### src/rtl/mrge_pkg.sv
// Shared types and constants for the mrge_sort_seq merge sorter.
package mrge_pkg;

  typedef enum logic [1:0] {
    IDLE  = 2'd0,
    MERGE = 2'd1,
    DONE  = 2'd2
  } mrge_state_t;

  localparam logic MRGE_ASC  = 1'b0;
  localparam logic MRGE_DESC = 1'b1;

endpackage

### src/rtl/mrge_cmp_sel.sv
// Merge selector: decides whether the left run supplies the next element.
// Ties go left, which keeps the merge stable in both directions.
module mrge_cmp_sel
  import mrge_pkg::*;
#(
  parameter int W = 16
) (
  input  logic [W-1:0] i_left,
  input  logic [W-1:0] i_right,
  input  logic         i_left_empty,
  input  logic         i_right_empty,
  input  logic         i_desc,
  output logic         o_take_left
);

  always_comb begin
    o_take_left = 1'b1;
    if (i_right_empty)
      o_take_left = 1'b1;
    else if (i_left_empty)
      o_take_left = 1'b0;
    else if (i_desc == MRGE_ASC)
      o_take_left = (i_left <= i_right);
    else
      o_take_left = (i_left >= i_right);
  end

endmodule

### src/rtl/mrge_sort_seq.sv
// Iterative bottom-up merge sorter, one element written per cycle.
// MRGE_SORT_INDEX_EN adds out_index carrying each element's original position.
module mrge_sort_seq
  import mrge_pkg::*;
#(
  parameter int N = 5,
  parameter int W = 16
) (
  input  logic                    clk,
  input  logic                    rst_n,
  input  logic                    in_valid,
  output logic                    in_ready,
  input  logic                    in_desc,
  input  logic [N*W-1:0]          in_data,
  output logic                    out_valid,
  input  logic                    out_ready,
  output logic [N*W-1:0]          out_data,
  output logic                    busy
`ifdef MRGE_SORT_INDEX_EN
  ,
  output logic [N*$clog2(N)-1:0]  out_index
`endif
);

  localparam int PW = $clog2(N + 1);
  localparam int WW = $clog2(N) + 1;
  localparam int IW = $clog2(N);
  localparam int EW = PW + 2;

  mrge_state_t     r_state;
  logic [W-1:0]    r_buf [2][N];
  logic            r_src;
  logic            r_desc;
  logic [PW-1:0]   r_i, r_j, r_k, r_base;
  logic [WW-1:0]   r_width;
  logic            r_in_ready, r_out_valid, r_busy;
  logic [N*W-1:0]  r_out_data;

  logic [EW-1:0]   w_lend, w_rend, w_jnx, w_pass_j;
  logic [WW-1:0]   w_width_nx;
  logic [IW-1:0]   w_i_idx, w_j_idx, w_k_idx;
  logic            w_left_empty, w_right_empty, w_take_left;
  logic            w_pair_done, w_pass_done;
  logic [W-1:0]    w_left, w_right, w_sel;
  logic [W-1:0]    w_load [N];
  logic [N*W-1:0]  w_final;

  always_comb begin
    w_lend = EW'(r_base) + EW'(r_width);
    if (w_lend > EW'(N)) w_lend = EW'(N);
    w_rend = EW'(r_base) + (EW'(r_width) << 1);
    // Next pair's right start is clamped to N so it always fits a pointer.
    w_jnx = w_rend + EW'(r_width);
    if (w_jnx > EW'(N)) w_jnx = EW'(N);
    if (w_rend > EW'(N)) w_rend = EW'(N);
    w_width_nx = r_width << 1;
    w_pass_j   = EW'(w_width_nx);
    if (w_pass_j > EW'(N)) w_pass_j = EW'(N);
    w_left_empty  = (EW'(r_i) >= w_lend);
    w_right_empty = (EW'(r_j) >= w_rend);
    w_pair_done   = (EW'(r_k) + EW'(1) == w_rend);
    w_pass_done   = (EW'(r_k) + EW'(1) == EW'(N));
    w_i_idx = (EW'(r_i) < EW'(N)) ? IW'(r_i) : '0;
    w_j_idx = (EW'(r_j) < EW'(N)) ? IW'(r_j) : '0;
    w_k_idx = (EW'(r_k) < EW'(N)) ? IW'(r_k) : '0;
  end

  assign w_left  = r_buf[r_src][w_i_idx];
  assign w_right = r_buf[r_src][w_j_idx];
  assign w_sel   = w_take_left ? w_left : w_right;

  mrge_cmp_sel #(.W(W)) u_cmp (
    .i_left        (w_left),
    .i_right       (w_right),
    .i_left_empty  (w_left_empty),
    .i_right_empty (w_right_empty),
    .i_desc        (r_desc),
    .o_take_left   (w_take_left)
  );

  // Final vector includes the element being written on the last merge edge.
  always_comb begin
    w_final = '0;
    for (int unsigned e = 0; e < N; e++) begin
      w_load[e] = in_data[e*W +: W];
      w_final[e*W +: W] = (w_k_idx == IW'(e)) ? w_sel : r_buf[~r_src][IW'(e)];
    end
  end

`ifdef MRGE_SORT_INDEX_EN
  logic [IW-1:0]   r_idx [2][N];
  logic [IW-1:0]   w_idx_init [N];
  logic [IW-1:0]   w_idx_sel;
  logic [N*IW-1:0] w_idx_final;
  logic [N*IW-1:0] r_out_index;

  assign w_idx_sel = w_take_left ? r_idx[r_src][w_i_idx] : r_idx[r_src][w_j_idx];

  always_comb begin
    w_idx_final = '0;
    for (int unsigned e = 0; e < N; e++) begin
      w_idx_init[e] = IW'(e);
      w_idx_final[e*IW +: IW] = (w_k_idx == IW'(e)) ? w_idx_sel : r_idx[~r_src][IW'(e)];
    end
  end

  always_ff @(posedge clk or negedge rst_n) begin
    if (!rst_n) begin
      r_idx[0]    <= '{default: '0};
      r_idx[1]    <= '{default: '0};
      r_out_index <= '0;
    end else if (r_state == IDLE && in_valid) begin
      r_idx[0] <= w_idx_init;
    end else if (r_state == MERGE) begin
      r_idx[~r_src][w_k_idx] <= w_idx_sel;
      if (w_pass_done && EW'(w_width_nx) >= EW'(N))
        r_out_index <= w_idx_final;
    end
  end

  assign out_index = r_out_index;
`endif

  always_ff @(posedge clk or negedge rst_n) begin
    if (!rst_n) begin
      r_state     <= IDLE;
      r_buf[0]    <= '{default: '0};
      r_buf[1]    <= '{default: '0};
      r_src       <= 1'b0;
      r_desc      <= MRGE_ASC;
      r_i         <= '0;
      r_j         <= '0;
      r_k         <= '0;
      r_base      <= '0;
      r_width     <= '0;
      r_in_ready  <= 1'b1;
      r_out_valid <= 1'b0;
      r_busy      <= 1'b0;
      r_out_data  <= '0;
    end else begin
      case (r_state)
        IDLE: begin
          if (in_valid) begin
            r_buf[0]   <= w_load;
            r_src      <= 1'b0;
            r_desc     <= in_desc;
            r_width    <= WW'(1);
            r_base     <= '0;
            r_i        <= '0;
            r_j        <= PW'(1);
            r_k        <= '0;
            r_in_ready <= 1'b0;
            r_busy     <= 1'b1;
            r_state    <= MERGE;
          end
        end
        MERGE: begin
          r_buf[~r_src][w_k_idx] <= w_sel;
          r_k <= r_k + PW'(1);
          if (w_take_left) r_i <= r_i + PW'(1);
          else             r_j <= r_j + PW'(1);
          if (w_pass_done) begin
            r_src   <= ~r_src;
            r_width <= w_width_nx;
            r_base  <= '0;
            r_i     <= '0;
            r_j     <= PW'(w_pass_j);
            r_k     <= '0;
            if (EW'(w_width_nx) >= EW'(N)) begin
              r_out_data  <= w_final;
              r_out_valid <= 1'b1;
              r_state     <= DONE;
            end
          end else if (w_pair_done) begin
            r_base <= PW'(w_rend);
            r_i    <= PW'(w_rend);
            r_j    <= PW'(w_jnx);
          end
        end
        DONE: begin
          if (out_ready) begin
            r_out_valid <= 1'b0;
            r_busy      <= 1'b0;
            r_in_ready  <= 1'b1;
            r_state     <= IDLE;
          end
        end
        default: r_state <= IDLE;
      endcase
    end
  end

  assign in_ready  = r_in_ready;
  assign out_valid = r_out_valid;
  assign out_data  = r_out_data;
  assign busy      = r_busy;

endmodule

### config.mk
export PLATFORM = sky130hd
export DESIGN_NAME = mrge_sort_seq
export DESIGN_NICKNAME = d
export VERILOG_FILES = /design/src/rtl/mrge_pkg.sv /design/src/rtl/mrge_cmp_sel.sv /design/src/rtl/mrge_sort_seq.sv
export SDC_FILE = /design/constraint.sdc
export NUM_CORES = 1
export LEC_CHECK = 0
export ABC_AREA = 1
export BUFFER_PORTS_ARGS = -buffer_cell sky130_fd_sc_hd__buf_2
export CAP_MARGIN = 10
export CORE_MARGIN = 4
export CORE_UTILIZATION = 54
export DETAILED_ROUTE_END_ITERATION = 10
export PLACE_DENSITY_LB_ADDON = 0.3
export SKIP_CTS_REPAIR_TIMING = 1
export SYNTH_ARGS = -nofsm -noshare
export SYNTH_HDL_FRONTEND = slang
export SYNTH_SLANG_ARGS = --single-unit
### constraint.sdc
create_clock -name clk -period 3.1 [get_ports clk]
set_input_delay 0.465 -clock clk [delete_from_list [all_inputs] [get_ports clk]]
set_output_delay 0.465 -clock clk [all_outputs]
set_load 0.005 [all_outputs]
# After elaboration in Yosys (flattened, before gate mapping)
# Cells that the tools add are included.
# word_totals
regBits,263
output_inout_bits,83
# classes
n_addsub,7
order_cmp,19
eq_ne,15
muxes,69
n_bitwise,6
reduce_logical,17
# ops
cell,count
$mux W80,8
$mux W16,11
$bwmux W160,1
$pmux W80 S2,1
$bmux W16 S3,2
$demux W80 S1,1
$demux W16 S3,1
$mux W3,16
$pmux W3 S2,4
$reduce_and A3 Y1,6
$ge A16 B16 Y1,1
$le A16 B16 Y1,1
$gt A5 B3 Y1 const B,3
$ge A4 B4 Y1 const B,3
$not A3 Y4,3
$ge A3 B5 Y1,2
$mux W1,10
$mux W5,2
$add A3 B1 Y3 const B,3
$lt A3 B3 Y1 const B,3
$mux W2,4
$mux W4,2
$ne A2 B2 Y1 const B,4
$ne A4 B4 Y1 const B,2
other kinds (28),39

# Logic depth before layout (Yosys ltp)
# Gate-level depths: netlist of run 1.
# logic_depth
depth_word,15
ltp_mapped,30
depth_no_buf,25

# Hierarchy
# A second synthesis of run 1 with hierarchy kept.
# hier_totals
cells_unflattened,2340
hier_area_um2,16135.5
# by_module_without_submodules
mod,instances,cells_each,area_per_inst_um2
mrge_sort_seq,1,2252,15636.2
mrge_cmp_sel,1,88,499.2

# Least setup slack after synthesis of run 1
# Ideal clock, no wire load.
# synth_timing
path_type,reg-to-reg
startpoint,reg r_src
endpoint,reg r_buf[75] (netlist bit)
setup_time_ps,126
arrival_time_ps,3222
required_ps,2974
path_slack_ps,-248
stages_incl_launch_ff,28
synth_period_minus_slack_ps,3348
cell_sequence,dfrtp_1 -> buf_6 -> buf_6 -> buf_6 -> buf_6 -> buf_6 -> o21ai_1 -> nand2_1 -> nand3_1 -> nand2_1 -> o21ai_2 -> inv_2 -> ha_1 -> nand2_1 -> nor2_1 -> nand2_1 -> nor2_1 -> nand2_1 -> nand4_1 -> nand3_2 -> nand2_4 -> nand2_4 -> buf_6 -> buf_6 -> inv_4 -> nand2_2 -> nand3_1 -> o21ai_0
# synth_via
elab_chain_cells,13
# synth_lines
element,line_no,text
from (decl),mrge_sort_seq.sv:32,logic r_src;
from (signal assigned),mrge_sort_seq.sv:163,r_src <= ~r_src;
$not A1 Y2 (implied by the code),"mrge_sort_seq.sv:68, mrge_sort_seq.sv:69",
$mux W80 (implied by the code) (3 in series),"mrge_sort_seq.sv:68, mrge_sort_seq.sv:69",
$bmux W16 S3 (on tied branches),"mrge_sort_seq.sv:68, mrge_sort_seq.sv:69",
$mux W16 (on tied branches) (2 in series),"mrge_sort_seq.sv:68, mrge_sort_seq.sv:69",
$le A16 B16 Y1 or $ge A16 B16 Y1 (tied branches),"mrge_cmp_sel.sv:23, mrge_cmp_sel.sv:25",
$mux W1,mrge_cmp_sel.sv:22,else if (i_desc == MRGE_ASC)
$mux W1,mrge_cmp_sel.sv:20,else if (i_left_empty)
$mux W1,mrge_cmp_sel.sv:18,if (i_right_empty)
$mux W16,mrge_sort_seq.sv:70,assign w_sel = w_take_left ? w_left : w_right;
$bwmux W160 *,mrge_sort_seq.sv:158,r_buf[~r_src][w_k_idx] <= w_sel;
"to (signal, indexed assignment)",mrge_sort_seq.sv:158,
to (decl),mrge_sort_seq.sv:31,logic [W-1:0] r_buf [2][N];
# Mark *: on every way between the ends. The rest lies on a longest branch, timed or not. The select of a mux whose other input is x is not followed.
# A chain may end at the register's enable or synchronous reset.

# Worst setup path in the final report of run 1
# layout_timing
startpoint,reg r_src
endpoint,"reg r_out_data[15], in the netlist out_data[15]"
# layout_via
elab_chain_cells,13
# layout_lines
element,line_no,text
$not A1 Y2 (implied by the code),"mrge_sort_seq.sv:68, mrge_sort_seq.sv:69",
$mux W80 (implied by the code) (3 in series),"mrge_sort_seq.sv:68, mrge_sort_seq.sv:69",
$bmux W16 S3 (on tied branches),"mrge_sort_seq.sv:68, mrge_sort_seq.sv:69",
$mux W16 (on tied branches) (2 in series),"mrge_sort_seq.sv:68, mrge_sort_seq.sv:69",
$le A16 B16 Y1 or $ge A16 B16 Y1 (tied branches),"mrge_cmp_sel.sv:23, mrge_cmp_sel.sv:25",
$mux W1,mrge_cmp_sel.sv:22,
$mux W1,mrge_cmp_sel.sv:20,
$mux W1,mrge_cmp_sel.sv:18,
$mux W16,mrge_sort_seq.sv:70,
$mux W16 *,mrge_sort_seq.sv:86,w_final[e*W +: W] = (w_k_idx == IW'(e)) ? w_sel : r_buf[~r_src][IW'(e)];
to (signal assigned),mrge_sort_seq.sv:170,r_out_data <= w_final;
to (decl),mrge_sort_seq.sv:37,logic [N*W-1:0] r_out_data;
# Marked as above.

==> results of run 1 <==
[worst max-delay path, delay by kind of cell, from the launching register on]
family,cells,cell delay [ns]
fa+ha+maj,1,0.29
simple gates,16,1.51
flops,1,0.51
buf+inv,5,0.81
compound gates,2,0.47
[worst max path at each step]
stage | end | slack (ns) | cells after the start
floorplan | r_i[0]$_DFFE_PN0P_ | -0.18 | 27
global placement | out_data[30]$_DFFE_PN0P_ | -0.58 | 24
detailed placement | out_data[62]$_DFFE_PN0P_ | -0.62 | 24
CTS | out_data[62]$_DFFE_PN0P_ | -0.65 | 24
global route | out_data[15]$_DFFE_PN0P_ | -0.79 | 24
finish | out_data[15]$_DFFE_PN0P_ | -0.63 | 24
[logic make-up after synthesis]
kind of cell | after synthesis | synth area share, %
AND/OR/NAND/NOR | 1222 | 32.28
AO/OA/AOI/OAI | 429 | 14.41
buffers and inverters | 290 | 7.952
flip-flops | 263 | 40.46
adder cells (fa/ha/maj) | 37 | 2.984
multiplexers | 24 | 1.477
XOR/XNOR | 8 | 0.4307
[state kept, by name, summed over array words and instances (netlist names)]
signal	count
r_base	3
r_src	1
out_data	80
r_width	4
r_j	3
r_i	3
r_desc	1
in_ready	1
r_buf	160
out_valid	1
r_k	3
busy	1
r_state	2
[cells in the mapped netlist (4+ instances only)]
cell / count / area share, %
nand2_1: 850 / 20
dfrtp_1: 262 / 40
nand3_1: 240 / 7.4
o21ai_0: 170 / 5.2
inv_1: 120 / 2.8
a31oi_1: 95 / 3.7
o21ai_1: 89 / 2.7
nor2_1: 63 / 1.5
clkbuf_1: 56 / 1.3
buf_2: 53 / 1.6
a21oi_1: 46 / 1.4
ha_1: 34 / 2.6
inv_2: 31 / 0.72
mux2i_1: 24 / 1.5
nand2_2: 19 / 0.73
o21a_1: 15 / 0.69
buf_4: 13 / 0.60
nor2_4: 12 / 0.83
buf_6: 11 / 0.76
nor2_2: 8 / 0.31
nand2_4: 7 / 0.48
o21bai_1: 7 / 0.32
xor2_1: 6 / 0.32
or2_2: 5 / 0.19
nand3_2: 4 / 0.25
[stage by stage]
stage	instance area (um^2)	worst slack [ns]	setup TNS [ns]
2_1_floorplan	16400	-0.1775	-23.51
3_3_place_gp	19900	-0.5809	-113.65
3_5_place_dp	19900	-0.6233	-121.58
4_1_cts	20880	-0.6473	-129.02
5_1_grt	22500	-0.7911	-160.15
6_report	22500	-0.6260	-122.78
[metal layers]
| layer | wire length (um) | track usage [%] |
|---|---|---|
| met1 | 25820 | 50.12 |
| met4 | 3768 | 14.14 |
| met3 | 7244 | 6.030 |
| met2 | 29680 | 56.29 |
| met5 | 0 | 0 |
[cell type report]
| class | count | share of cell area (%) |
|---|---|---|
| timing repair buffer | 525 | 19.43 |
| inverter | 154 | 2.708 |
| clock buffer | 44 | 3.926 |
| multi-input combinational | 1726 | 42.04 |
| tap | 390 | 2.169 |
| antenna | 1 | 0.01112 |
| clock inverter | 10 | 0.4449 |
| sequential | 263 | 29.28 |
==> impl_metrics.toml, run 1 <==
[detailed_routing]
drcViolationCount = 0
vias_per_cell = 5.963
first_iter_violations = 2201
wire_per_inst_um = 21.37
wl_um = 66510
dr.pass1.iters = 8
num_vias = 18562
ant_nets = 0

[flow_run]
cap_violations = 0

[worst_setup_path]
crit_path_start = "r_src$_DFFE_PN0P_"
r2r_start = "r_src$_DFFE_PN0P_"
startpoint_type = "flop"
worstPathArrival_ns = 4.20
cp_max_fo = 8
crit_top_cell = "nand2_1"
cp-end-kind = "flop"
slowest_delay_ns = 0.51
cp_cell_sequence = "buf_12, clkbuf_16, o21ai_1, buf_4, nand2_1, nand3_1, nand2_1, o21a_1, ha_4, nand2_2, nor2_2, nand2_2, nor2_2, nand2_1, nand4_1, nand3_2, nand2_8, buf_8, nand3_4, nand2_8, buf_12, nand2_1, nand2_1, nand2_1"
reg2reg_depth = 24
r2r_end = "out_data[15]$_DFFE_PN0P_"
rrSetupSlack_ns = -0.63
cp_data_required_time_ns = 3.57
worst_path_max_delay_cell = "dfrtp_4"
worstSetupPathType = "reg2reg"

[placement]
placed_cells = 3020
io_buffers = 167
globalplace.congestion = 1.029
dp_hpwl_um = 44190

[logic_synthesis]
ys.warnings.count = 0
ys_async_sr_fraction_pct = 100.0
syn_nets = 2395
ys_seq_area_share_pct = 40.46
synth_cell_types = 42
netlist_instances = 2273
avgSynthCellArea_um2 = 7.158
ys_ff_latch = 263
synth_flop_cell = "dfrtp_1"
syn_area_mm2 = 0.01627
synth_edf_count = 0

[min_path]
min_to = "r_state[1]$_DFFE_PN0P_"
min_path_type = "in2reg"
hold_start = "out_ready"
min_path_cells = 2

[grt]
grt_pass1_vias = 17151
antenna_found_initial = 1
overflow = 0
grt_max_degree = 102
grt_pass1_wl_um = 95000
groute.usage.overall_pct = 35.93

[sta]
slew_viol_final = 0
maxSlewHeadroom_pct = 47.39
min_period_over_period_pct = 120.2
worst_slack_ns = -0.6260
holdWs_ns = 0.1004
max_freq_mhz = 268.4
clock_skew_ns = 0.02268
worst_pin_slew_ns = 0.7883
finalHoldViolCount = 0
fin_crit_ns = 3.726
grt_setup_unrepaired = "true"
final-setup-viol-count = 246

[finish]
multiInputGateArea_mm2 = 0.009458
utilization_pct = 75.71
areaGrowthSynthToFinish_pct = 38.28
register_area_mm2 = 0.006586
final_common_cell = "nand2_1"
layout_common_cells = "804 x nand2_1, 290 x buf_4, 261 x dfrtp_1"
fillers = 2214
nets = 2822
drive_gt1_share_pct = 30.75
fin_cells = 3113

[die]
core-area_mm2 = 0.02972
die_w_um = 181.6
die_area_mm2 = 0.03297
initial_core_util_pct = 54.75
placementRows = 63
io_pins = 168
die_h_um = 181.6

[status]
failed_checks = "setup timing"
status = "finished with violations"

[clock_tree]
cts_inserted_buffers = 30
cts_sinks = 263
clk_pin_slew_ns = 0.07
clk_path_buf_depth = 3
clock_latency_ns = 0.59
cts_tree = "built"
clk_root_buffer_cell = "clkbuf_16"
htreeDepth = 1
Power of run 1 is left out: the tool's default activity adds up to more than one toggle a clock period on the data nets, which glitch-free logic cannot reach.
==> run 2: changes to the inputs <==
--- a/config.mk
+++ b/config.mk
@@ -12,6 +12,7 @@
 export CORE_UTILIZATION = 54
 export DETAILED_ROUTE_END_ITERATION = 10
 export PLACE_DENSITY_LB_ADDON = 0.3
+export RECOVER_POWER = 100
 export SKIP_CTS_REPAIR_TIMING = 1
 export SYNTH_ARGS = -nofsm -noshare
 export SYNTH_HDL_FRONTEND = slang
==> run 2 against run 1 <==
Compared with the run above:
- worst setup slack better by 0.011 ns
- via count decreased by 0.27%
- the flow finishes with violations (capacitance limit, slew limit, setup timing)
- final cell count about the same
- die area is the same
- register-to-register slack is essentially flat
==> impl_metrics.toml, run 2 (synthesis gave the netlist of run 1 again) <==
[status]
status = "finished with violations"
failed_checks = "capacitance limit, slew limit, setup timing"

[sta]
holdWs_ns = 0.1005
setup_tns_ns = -120.56
worst_slack_ns = -0.6150
slew_viol_final = 81
max_freq_mhz = 269.2
min_period_over_period_pct = 119.8
grt_setup_unrepaired = "true"
worst_pin_slew_ns = 2.230
finalHoldViolCount = 0
clock_skew_ns = 0.02078
final-setup-viol-count = 246
maxSlewHeadroom_pct = -48.64
fin_crit_ns = 3.715

[detailed_routing]
num_vias = 18512
vias_per_cell = 5.943
dr.pass1.iters = 6
wl_um = 66380
ant_nets = 0
first_iter_violations = 2242
wire_per_inst_um = 21.31
drcViolationCount = 0

[die]
io_pins = 168
initial_core_util_pct = 54.75
die_area_mm2 = 0.03297
die_h_um = 181.6
die_w_um = 181.6
placementRows = 63
core-area_mm2 = 0.02972

[finish]
utilization_pct = 75.37
final_common_cell = "nand2_1"
layout_common_cells = "804 x nand2_1, 284 x buf_4, 261 x dfrtp_1"
areaGrowthSynthToFinish_pct = 37.68
largest_reg_flops = 160
multiInputGateArea_mm2 = 0.009455
drive_gt1_share_pct = 29.02
register_area_mm2 = 0.006586
fillers = 2251
largest_register = "r_buf"
nets = 2822

[placement]
io_buffers = 167
dp_slack_ns = -0.6233
dp_hpwl_um = 44190
globalplace.congestion = 1.029

[clock_tree]
clock_latency_ns = 0.59
clk_root_buffer_cell = "clkbuf_16"
cts_tree = "built"
htreeDepth = 1
clk_path_buf_depth = 3
cts_sinks = 263
cts_inserted_buffers = 30
clk_pin_slew_ns = 0.07

[grt]
overflow = 0
groute.usage.overall_pct = 35.93
grt_max_degree = 102
grt_pass1_vias = 17151
grt_pass1_wl_um = 95000
antenna_found_initial = 1

[worst_setup_path]
worstPathArrival_ns = 4.19
cp_data_required_time_ns = 3.57
cp_max_fo = 8
startpoint_type = "flop"
cp-end-kind = "flop"
worstSetupPathType = "reg2reg"

[min_path]
min_path_type = "in2reg"

[flow_run]
cap_violations = 1
==> run 2: final timing paths <==
path	to	cells past startpoint	slack, ns	from
max	out_data[15]$_DFFE_PN0P_	24	-0.62	r_src$_DFFE_PN0P_
min	r_state[1]$_DFFE_PN0P_	2	0.10	out_ready
max reg2reg	out_data[15]$_DFFE_PN0P_	24	-0.62	r_src$_DFFE_PN0P_
min reg2reg	out_data[9]$_DFFE_PN0P_	2	0.48	out_data[9]$_DFFE_PN0P_
max in group asynchronous	r_buf[128]$_DFFE_PN0P_	3	0.30	rst_n
min in group asynchronous	out_data[65]$_DFFE_PN0P_	2	1.10	rst_n
==> run 2: layout make-up <==
cell class	instances	share of cell area, %
diodes	3	0.03352
well taps	390	2.179
flip-flops and latches	263	29.40
repair buffers	525	19.06
inverters	154	2.720
clock inverters	10	0.4469
multi-input cells	1726	42.21
clock buffers	44	3.944
==> run 2: metal layers <==
layer	track usage, %	wire (um)	vias to the layer above
li1	-	-	8353
met1	50.12	25510	8717
met2	56.29	29690	1195
met3	6.030	7412	247
met4	14.14	3763	0
met5	0	0	-
==> run 2: per-stage QoR <==
| step | cell area, um^2 | std cells |
|---|---|---|
| 3_3_place_gp | 19900 | 3020 |
| 6_report | 22400 | 3115 |
| 2_1_floorplan | 16400 | 2273 |
| 3_5_place_dp | 19900 | 3020 |
| 4_1_cts | 20880 | 3074 |
| 5_1_grt | 22390 | 3112 |
==> run 2: worst max-delay path, cell delays in order (launching register included) <==
cell and delay (ns):
dfrtp_4 0.51, buf_12 0.17, clkbuf_16 0.16, o21ai_1 0.23, buf_4 0.17, nand2_1 0.04, nand3_1 0.09, nand2_1 0.06
o21a_1 0.22, ha_4 0.29, nand2_2 0.06, nor2_2 0.14, nand2_2 0.07, nor2_2 0.12, nand2_1 0.08, nand4_1 0.11
nand3_2 0.13, nand2_8 0.17, buf_8 0.15, nand3_4 0.11, nand2_8 0.12, buf_12 0.15, nand2_1 0.06, nand2_1 0.09
nand2_1 0.07
Power of run 2 is left out for the same reason.
